`src/rtl/mriscv_irq_pkg.sv`:
```
// Shared definitions for the interrupt controller slice.
// Contents: RETIRQ opcode encoding, interrupt id width, controller state enum.
package mriscv_irq_pkg;

   // Decoded opcode of the return-from-interrupt instruction
   localparam logic [11:0] RETIRQ_OP = 12'b0011_1001_1000;

   // Width of an interrupt line id (covers up to 32 lines)
   localparam int IRQ_ID_W = 5;

   typedef enum logic [1:0] {
      IDLE = 2'd0,
      REQ  = 2'd1,
      SVC  = 2'd2
   } irq_state_e;

endpackage

```
`src/rtl/irq_ctrl_if.sv`:
```
// Core <-> interrupt controller redirect interface.
// Core side drives the commit strobe, decoded opcode and its next PC;
// controller side returns the redirect request, vector and saved return PC.
//   enable_pc  core commits its next PC this cycle
//   opcode     decoded opcode of the current instruction
//   pc_next    next PC without the interrupt redirect
//   irr        redirect request
//   irr_dest   redirect target (vector address)
//   irr_ret    saved return PC
interface irq_ctrl_if;
   logic        enable_pc;
   logic [11:0] opcode;
   logic [31:0] pc_next;
   logic        irr;
   logic [31:0] irr_dest;
   logic [31:0] irr_ret;

   modport master (
      output enable_pc, opcode, pc_next,
      input  irr, irr_dest, irr_ret
   );

   modport slave (
      input  enable_pc, opcode, pc_next,
      output irr, irr_dest, irr_ret
   );
endinterface

```
`src/rtl/irq_ctrl_prio_enc.sv`:
```
// Combinational lowest-index-first priority encoder.
//   req    request vector (N_IRQ bits)
//   valid  at least one request bit is set
//   id     index of the lowest set request bit (0 when none)
module irq_prio_enc
   import mriscv_irq_pkg::*;
#(
   parameter int N_IRQ = 8
) (
   input  logic [N_IRQ-1:0]    req,
   output logic                valid,
   output logic [IRQ_ID_W-1:0] id
);

   // Scan from the top down so the lowest set index is the last one written
   always_comb begin
      valid = 1'b0;
      id    = {IRQ_ID_W{1'b0}};
      for (int i = N_IRQ - 1; i >= 0; i--) begin
         if (req[i]) begin
            valid = 1'b1;
            id    = IRQ_ID_W'(i);
         end else begin
            valid = valid;
            id    = id;
         end
      end
   end

endmodule

```
`src/rtl/irq_ctrl.sv`:
```
// Single-level interrupt controller driving the core's redirect interface.
// Latches rising edges of irq_in as pending, picks the lowest-index enabled
// pending line, redirects the core to its vector, saves the return PC and
// waits for RETIRQ before taking the next interrupt.
//   clk, rst     clock; synchronous active-low reset
//   irq_in       interrupt level inputs (rising edge = request)
//   mask_wr      enable-mask write strobe, mask_wdata new mask
//   core         redirect interface (slave side)
//   irq_active   handler in service
//   irq_id       id of the line being requested or serviced
//   irq_pending  latched pending bits, independent of the mask
module irq_ctrl
   import mriscv_irq_pkg::*;
#(
   parameter int          N_IRQ      = 8,
   parameter logic [31:0] VEC_BASE   = 32'h0000_0100,
   parameter logic [31:0] VEC_STRIDE = 32'd4
) (
   input  logic                clk,
   input  logic                rst,
   input  logic [N_IRQ-1:0]    irq_in,
   input  logic                mask_wr,
   input  logic [N_IRQ-1:0]    mask_wdata,
   irq_ctrl_if.slave           core,
   output logic                irq_active,
   output logic [IRQ_ID_W-1:0] irq_id,
   output logic [N_IRQ-1:0]    irq_pending
);

   irq_state_e          state_r;
   irq_state_e          state_s;
   logic [N_IRQ-1:0]    irq_q_r;
   logic [N_IRQ-1:0]    pending_r;
   logic [N_IRQ-1:0]    mask_r;
   logic [N_IRQ-1:0]    rise_s;
   logic [N_IRQ-1:0]    clr_s;
   logic                win_valid_s;
   logic [IRQ_ID_W-1:0] win_id_s;
   logic [31:0]         vec_s;
   logic                load_s;
   logic                commit_s;
   logic [IRQ_ID_W-1:0] irq_id_r;
   logic [31:0]         irr_dest_r;
   logic [31:0]         irr_ret_r;
   logic                irr_r;
   logic                active_r;

   assign rise_s = irq_in & ~irq_q_r;

   irq_prio_enc #(.N_IRQ(N_IRQ)) u_prio (
      .req   (pending_r & mask_r),
      .valid (win_valid_s),
      .id    (win_id_s)
   );

   // Vector arithmetic wraps modulo 2^32
   assign vec_s = VEC_BASE + ({{(32-IRQ_ID_W){1'b0}}, win_id_s} * VEC_STRIDE);

   // Next-state decode; commit marks the cycle the redirect is taken
   always_comb begin
      state_s  = state_r;
      commit_s = 1'b0;
      load_s   = 1'b0;
      case (state_r)
         IDLE: begin
            if (win_valid_s) begin
               state_s = REQ;
               load_s  = 1'b1;
            end else begin
               state_s = IDLE;
            end
         end
         REQ: begin
            if (core.enable_pc) begin
               state_s  = SVC;
               commit_s = 1'b1;
            end else begin
               state_s = REQ;
            end
         end
         SVC: begin
            if (core.enable_pc && (core.opcode == RETIRQ_OP)) begin
               state_s = IDLE;
            end else begin
               state_s = SVC;
            end
         end
         default: begin
            state_s = IDLE;
         end
      endcase
   end

   // One-hot clear of the line being taken; a same-cycle rise re-sets it below
   always_comb begin
      clr_s = {N_IRQ{1'b0}};
      for (int i = 0; i < N_IRQ; i++) begin
         clr_s[i] = commit_s && (irq_id_r == IRQ_ID_W'(i));
      end
   end

   // State, edge detector, pending and mask registers
   always_ff @(posedge clk) begin
      if (!rst) begin
         state_r   <= IDLE;
         irq_q_r   <= {N_IRQ{1'b0}};
         pending_r <= {N_IRQ{1'b0}};
         mask_r    <= {N_IRQ{1'b0}};
      end else begin
         state_r   <= state_s;
         irq_q_r   <= irq_in;
         pending_r <= (pending_r & ~clr_s) | rise_s;
         if (mask_wr) begin
            mask_r <= mask_wdata;
         end
      end
   end

   // Registered redirect outputs; irr/irq_active follow the next state
   always_ff @(posedge clk) begin
      if (!rst) begin
         irq_id_r   <= {IRQ_ID_W{1'b0}};
         irr_dest_r <= 32'h0;
         irr_ret_r  <= 32'h0;
         irr_r      <= 1'b0;
         active_r   <= 1'b0;
      end else begin
         if (load_s) begin
            irq_id_r   <= win_id_s;
            irr_dest_r <= vec_s;
         end
         if (commit_s) begin
            irr_ret_r <= core.pc_next;
         end
         irr_r    <= (state_s == REQ);
         active_r <= (state_s == SVC);
      end
   end

   assign core.irr      = irr_r;
   assign core.irr_dest = irr_dest_r;
   assign core.irr_ret  = irr_ret_r;
   assign irq_active    = active_r;
   assign irq_id        = irq_id_r;
   assign irq_pending   = pending_r;

endmodule

```
`src/flat_wrapper.sv`:
```
// flat-port wrapper written by rule: the top's interface ports become plain ports
module irq_ctrl_flat import mriscv_irq_pkg::*;
#(
   parameter int          N_IRQ      = 8,
   parameter logic [31:0] VEC_BASE   = 32'h0000_0100,
   parameter logic [31:0] VEC_STRIDE = 32'd4
)
  (clk, rst, irq_in, mask_wr, mask_wdata, irq_active, irq_id, irq_pending, core_enable_pc, core_opcode, core_pc_next, core_irr, core_irr_dest, core_irr_ret);
  irq_ctrl_if core_i ();
  input  logic clk;
  input  logic rst;
  input  logic [N_IRQ-1:0] irq_in;
  input  logic mask_wr;
  input  logic [N_IRQ-1:0] mask_wdata;
  output logic irq_active;
  output logic [IRQ_ID_W-1:0] irq_id;
  output logic [N_IRQ-1:0] irq_pending;
  input wire logic [$bits(core_i.enable_pc)-1:0] core_enable_pc;
  input wire logic [$bits(core_i.opcode)-1:0] core_opcode;
  input wire logic [$bits(core_i.pc_next)-1:0] core_pc_next;
  output wire logic [$bits(core_i.irr)-1:0] core_irr;
  output wire logic [$bits(core_i.irr_dest)-1:0] core_irr_dest;
  output wire logic [$bits(core_i.irr_ret)-1:0] core_irr_ret;
  assign core_i.enable_pc = core_enable_pc;
  assign core_i.opcode = core_opcode;
  assign core_i.pc_next = core_pc_next;
  assign core_irr = core_i.irr;
  assign core_irr_dest = core_i.irr_dest;
  assign core_irr_ret = core_i.irr_ret;
  irq_ctrl #(.N_IRQ(N_IRQ), .VEC_BASE(VEC_BASE), .VEC_STRIDE(VEC_STRIDE)) u_core (.clk(clk), .rst(rst), .irq_in(irq_in), .mask_wr(mask_wr), .mask_wdata(mask_wdata), .core(core_i), .irq_active(irq_active), .irq_id(irq_id), .irq_pending(irq_pending));
endmodule
```
`config.mk`:
```
export PLATFORM = sky130hd
export DESIGN_NAME = irq_ctrl_flat
export DESIGN_NICKNAME = d
export VERILOG_FILES = /design/src/rtl/mriscv_irq_pkg.sv /design/src/rtl/irq_ctrl_if.sv /design/src/rtl/irq_ctrl_prio_enc.sv /design/src/rtl/irq_ctrl.sv /design/src/flat_wrapper.sv
export SDC_FILE = /design/constraint.sdc
export NUM_CORES = 1
export LEC_CHECK = 0
export CAP_MARGIN = 20
export CORE_MARGIN = 5
export CORE_UTILIZATION = 39
export DETAILED_ROUTE_END_ITERATION = 7
export GPL_TIMING_DRIVEN = 0
export MAX_ROUTING_LAYER = met4
export PLACE_DENSITY = 0.88
export SLEW_MARGIN = 5
export SYNTH_ARGS = -nofsm -noshare
export SYNTH_HDL_FRONTEND = slang
export SYNTH_SLANG_ARGS = --single-unit
```
`constraint.sdc`:
```
create_clock -name clk -period 1.22 [get_ports clk]
set_input_delay 0.366 -clock clk [delete_from_list [all_inputs] [get_ports clk]]
set_output_delay 0.366 -clock clk [all_outputs]
set_load 0.01 [all_outputs]
```
# Word-level counts from Yosys, hierarchy flattened
# Cells that the tools add are included.
# totals
output_inout_bits,79
reg_bits,97
# op_classes
eq_ne,12
muxes,24
add_sub_neg,1
reduce_logical,11
n_bitwise,6
# ops
operator,count
5-bit 2-to-1 mux,7
8-bit bitwise AND,3
"5-bit by 3-bit == test with 1-bit output, second input constant",4
8-bit NOT,2
1-bit 2-to-1 mux,13
"12-bit by 10-bit == test with 1-bit output, second input constant",1
"9-bit by 7-bit adder with 10-bit output, first input constant",1
"5-bit by 2-bit == test with 1-bit output, second input constant",2
1-bit logical AND,9
8-bit bitwise OR,1
2-bit one-hot mux with 3 select lines,1
"5-bit by 1-bit == test with 1-bit output, second input constant",1
5-bit logical NOT,1
"2-bit by 1-bit == test with 1-bit output, second input constant",2
"2-bit == test, second input constant",2
2-bit 2-to-1 mux,2
3-bit 2-to-1 mux,1
2-bit logical NOT,1

# Depth between registers and ports, before layout
# logic_depth
ltp_word,12
mapped_depth,5

# By module
# A second synthesis with hierarchy kept.
# unflattened
cells_unflattened,325
hier_area_um2,3007.9
# by_module_without_submodules
module,seq_area_each_um2,cells_per_inst,area_per_inst_um2,n_inst
irq_ctrl,1321.3,309,2909.0,1
irq_prio_enc,0.0,16,98.8,1

# Least setup slack after synthesis
# Ideal clock, no wire load.
# synth_path
kind,register -> register
start,register u_core.pending_r[6] (netlist: u_core.irq_pending[6])
end,register u_core.irr_r (netlist: u_core.core.irr)
required_time_ns,1.092
slack_ns,0.068
arrival_ns,1.025
path_buffers,0
period_less_slack_ns,1.152
setup_time_ns,0.128
stages_incl_launch_ff,5
path_cell_list,dfxtp_1 -> a22oi_1 -> a41oi_2 -> nor2_1 -> nor2_1
# synth_via
elab_chain_cells,11
# synth_lines
element,line_no,text
start: declaration,irq_ctrl.sv:33,logic [N_IRQ-1:0] pending_r;
start signal: assignment,irq_ctrl.sv:107,pending_r <= {N_IRQ{1'b0}};
start signal: assignment,irq_ctrl.sv:112,pending_r <= (pending_r & ~clr_s) | rise_s;
8-bit bitwise AND,irq_ctrl.sv:51,".req (pending_r & mask_r),"
1-bit 2-to-1 mux (7 in series),irq_ctrl_prio_enc.sv:20,if (req[i]) begin
1-bit 2-to-1 mux,irq_ctrl.sv:66,if (win_valid_s) begin
2-bit one-hot mux with 3 select lines,irq_ctrl.sv:64,case (state_r)
2-bit by 1-bit == test with 1-bit output,irq_ctrl.sv:135,irr_r <= (state_s == REQ);
end signal: assignment,irq_ctrl.sv:135,
end: declaration,irq_ctrl.sv:45,logic irr_r;
# Every way passes these cells.
# A chain may end at the register's enable or synchronous reset.

==> flow_metrics.env <==
export IMPL_r2r_start="u_core.state_r[1]"
export IMPL_final_layout_size_suffix_gt1_share_pct=33.5
export IMPL_synth_seq_cells=64
export IMPL_cap_violations=0
export IMPL_remaining_drc_errors=0
export IMPL_wl_um=7600
export IMPL_place_inst=523
export IMPL_grt_start_max_net_pins=12
export IMPL_drtPass1Iterations=4
export IMPL_cp_cell_sequence="buf_6 -> buf_6"
export IMPL_yosysTopAreaCell="dfxtp_1"
export IMPL_die_width_um=91.9
export IMPL_crit_path_end_kind="output port"
export IMPL_syn_cell_area_um2=2620
export IMPL_power_mw=5.12
export IMPL_clock_skew_ns=0.00895
export IMPL_finalNetCount=530
export IMPL_slowest_stage="dfxtp_4"
export IMPL_multi_input_area_um2=1180
export IMPL_gp_congestion=0.778
export IMPL_synth_top_area_share_pct=49.0
export IMPL_finalHoldViolCount=0
export IMPL_io_buffers=111
export IMPL_synthTopCellsByArea="dfxtp_1, buf_4, nand2_1"
export IMPL_antenna_cells=0
export IMPL_clk_pin_slew_ns=0.06
export IMPL_dp_hpwl_um=5590
export IMPL_core_area_um2=6420
export IMPL_crit_type="reg -> out"
export IMPL_synth_flop_cell="dfxtp_1"
export IMPL_swShare_pct=25.6
export IMPL_dieHeight_um=91.9
export IMPL_vias_per_cell=4.67
export IMPL_switchingPower_mw=1.31
export IMPL_crit_path_start="u_core.core.irr_dest[4]"
export IMPL_antenna_found_initial=0
export IMPL_fin_area_um2=4190
export IMPL_p_seq_share_pct=45.2
export IMPL_cp_buffers_inverters=2
export IMPL_finalCritPeriodShare_pct=104
export IMPL_syn_avg_cell_area_um2=8.55
export IMPL_min_period_ns=1.27
export IMPL_whs_ns=0.451
export IMPL_cp_max_fo=4
export IMPL_post_drt_wl_per_cell_um=13.9
export IMPL_critPathRequiredTime_ns=0.85
export IMPL_power_leakage_nw=1.88
export IMPL_die_area_um2=8450
export IMPL_dpl_worst_slack_ns=-0.586
export IMPL_ys_warn_count=0
export IMPL_synth_async_reset_ratio_pct=0
export IMPL_finalSetupViolations=4
export IMPL_slew_violations=0
export IMPL_cts_tree="yes"
export IMPL_violations="setup timing"
export IMPL_syn_to_final_growth_pct=60.0
export IMPL_layout_commonest_cell="nand2_1"
export IMPL_clk_latency_ns=0.33
export IMPL_power_density_nw_per_um2=1220
export IMPL_synth_seq_area_share_pct=49.0
export IMPL_cts_made_buffers=9
export IMPL_synth_cells=306
export IMPL_startpoint_type="register"
export IMPL_ant_nets=0
export IMPL_fin_ws_ns=-0.0527
export IMPL_crit_top_cell="buf_6"
export IMPL_globalRoute_totalOverflow=0
export IMPL_clockBufferDepth=2
export IMPL_start_util_pct=40.7
export IMPL_layout_area_seq_um2=1330
export IMPL_power_internal_mw=3.81
export IMPL_pin_count=143
export IMPL_num_rows=29
export IMPL_clkSinkCount=64
export IMPL_synth_edf_count=0
export IMPL_layout_common_cells="nand2_1, clkdlybuf4s50_1, dfxtp_1"
export IMPL_critPathMaxStageDelay_ns=0.36
export IMPL_utilization_pct=65.2
export IMPL_grt_pass1_vias=2389
export IMPL_fillers=516
export IMPL_ys_types=35
export IMPL_cts_max_level=3
export IMPL_clockPowerShare_pct=36.0
export IMPL_first_iter_violations=70
export IMPL_grt_pass1_wl_um=11600
export IMPL_max_freq_ghz=0.786
export IMPL_grt_usage_pct=17.5
export IMPL_combPwrFrac_pct=18.8
export IMPL_min_path_type="reg -> reg"
export IMPL_instances_no_fill=548
export IMPL_min_from="u_core.core.irr_ret[27]"
export IMPL_setup_tns_ns=-0.157
export IMPL_cts_root_buf="clkbuf_8"
export IMPL_via_count=2558
export IMPL_critical_path_arrival_ns=0.91
export IMPL_vdd_drop_max_mv=0.676
export IMPL_grt_setup_unrepaired="true"
export IMPL_cp_top_family="flip-flops"
export IMPL_dpl_cell_area_um2=3930
export IMPL_run_status="finished with violations"
export IMPL_cts_hold_buf=0
## path summary, 6_finish.rpt
check                                          endpoint  slack [ns]  depth (start not counted)
worst min-delay path            u_core.core.irr_ret[27]        0.45                          2
worst min register to register  u_core.core.irr_ret[27]        0.45                          2
worst max register to register    u_core.irq_pending[4]           0                          5
worst max-delay path                          irq_id[2]       -0.05                          2
## timing repair
| action | in CTS | in global routing |
|---|---|---|
| buffers inserted | 7 | 3 |
| resized for setup | 241 | 37 |
| endpoints found under the setup margin | 101 | 43 |
| pin swaps | 5 | 10 |
## cells in the mapped netlist (2+ instances only)
library cell and number:
nand2_1 72, dfxtp_1 64, a21oi_1 46, buf_4 36, nor2_1 15, nand2b_1 11, and2_1 8, mux2i_1 8
clkbuf_1 6, o21ai_1 6, buf_2 4, a22oi_1 3, a32o_1 2, nand3b_1 2, nand4_1 2, o21ai_0 2
## final cells by class
class | instances | area share (%)
plain buffers | 46 | 8.58
repair buffers | 121 | 24.0
clock inverters | 4 | 1.26
flip-flops and latches | 64 | 31.9
clock buffers | 12 | 3.71
multi-input cells | 223 | 28.2
inverters | 1 | 0.0897
well taps | 77 | 2.30
## kinds of logic after synthesis
family,share of synthesized area (%)
and+or+nand+nor,21.0
AOI/OAI and AO/OA,14.3
DFF,49.0
buffers and inverters,12.5
muxes,3.06
other,0.143
## power by group through the flow
stage	logic, mW	clock network, mW	registers, mW
2_1_floorplan	0.419	0	2.38
3_3_place_gp	0.909	0	2.35
3_5_place_dp	0.927	0	2.35
4_1_cts	0.898	1.86	2.31
5_1_grt	1.05	1.96	2.33
6_report	0.962	1.84	2.31
## worst min-delay path, stage by stage (launching register included)
cell     delay [ns]
dfxtp_1        0.31
nand2_1        0.05
a21oi_1        0.05
## metal layers
layer	up-vias	GRT usage, %	wire length (µm)
li1	1269	-	-
met1	1151	19.6	2960
met2	125	29.7	3810
met3	13	5.32	722
met4	0	6.19	110
met5	-	-	0
## registers in the layout, summed over array words and instances, names as in the netlist
name,cells
u_core.core.irr,1
u_core.mask_r,8
u_core.irq_active,1
u_core.core.irr_ret,32
u_core.irq_id,2
u_core.core.irr_dest,2
u_core.irq_pending,8
u_core.irq_q_r,8
u_core.state_r,2
Note: power is estimated with default switching activity, not from simulation.
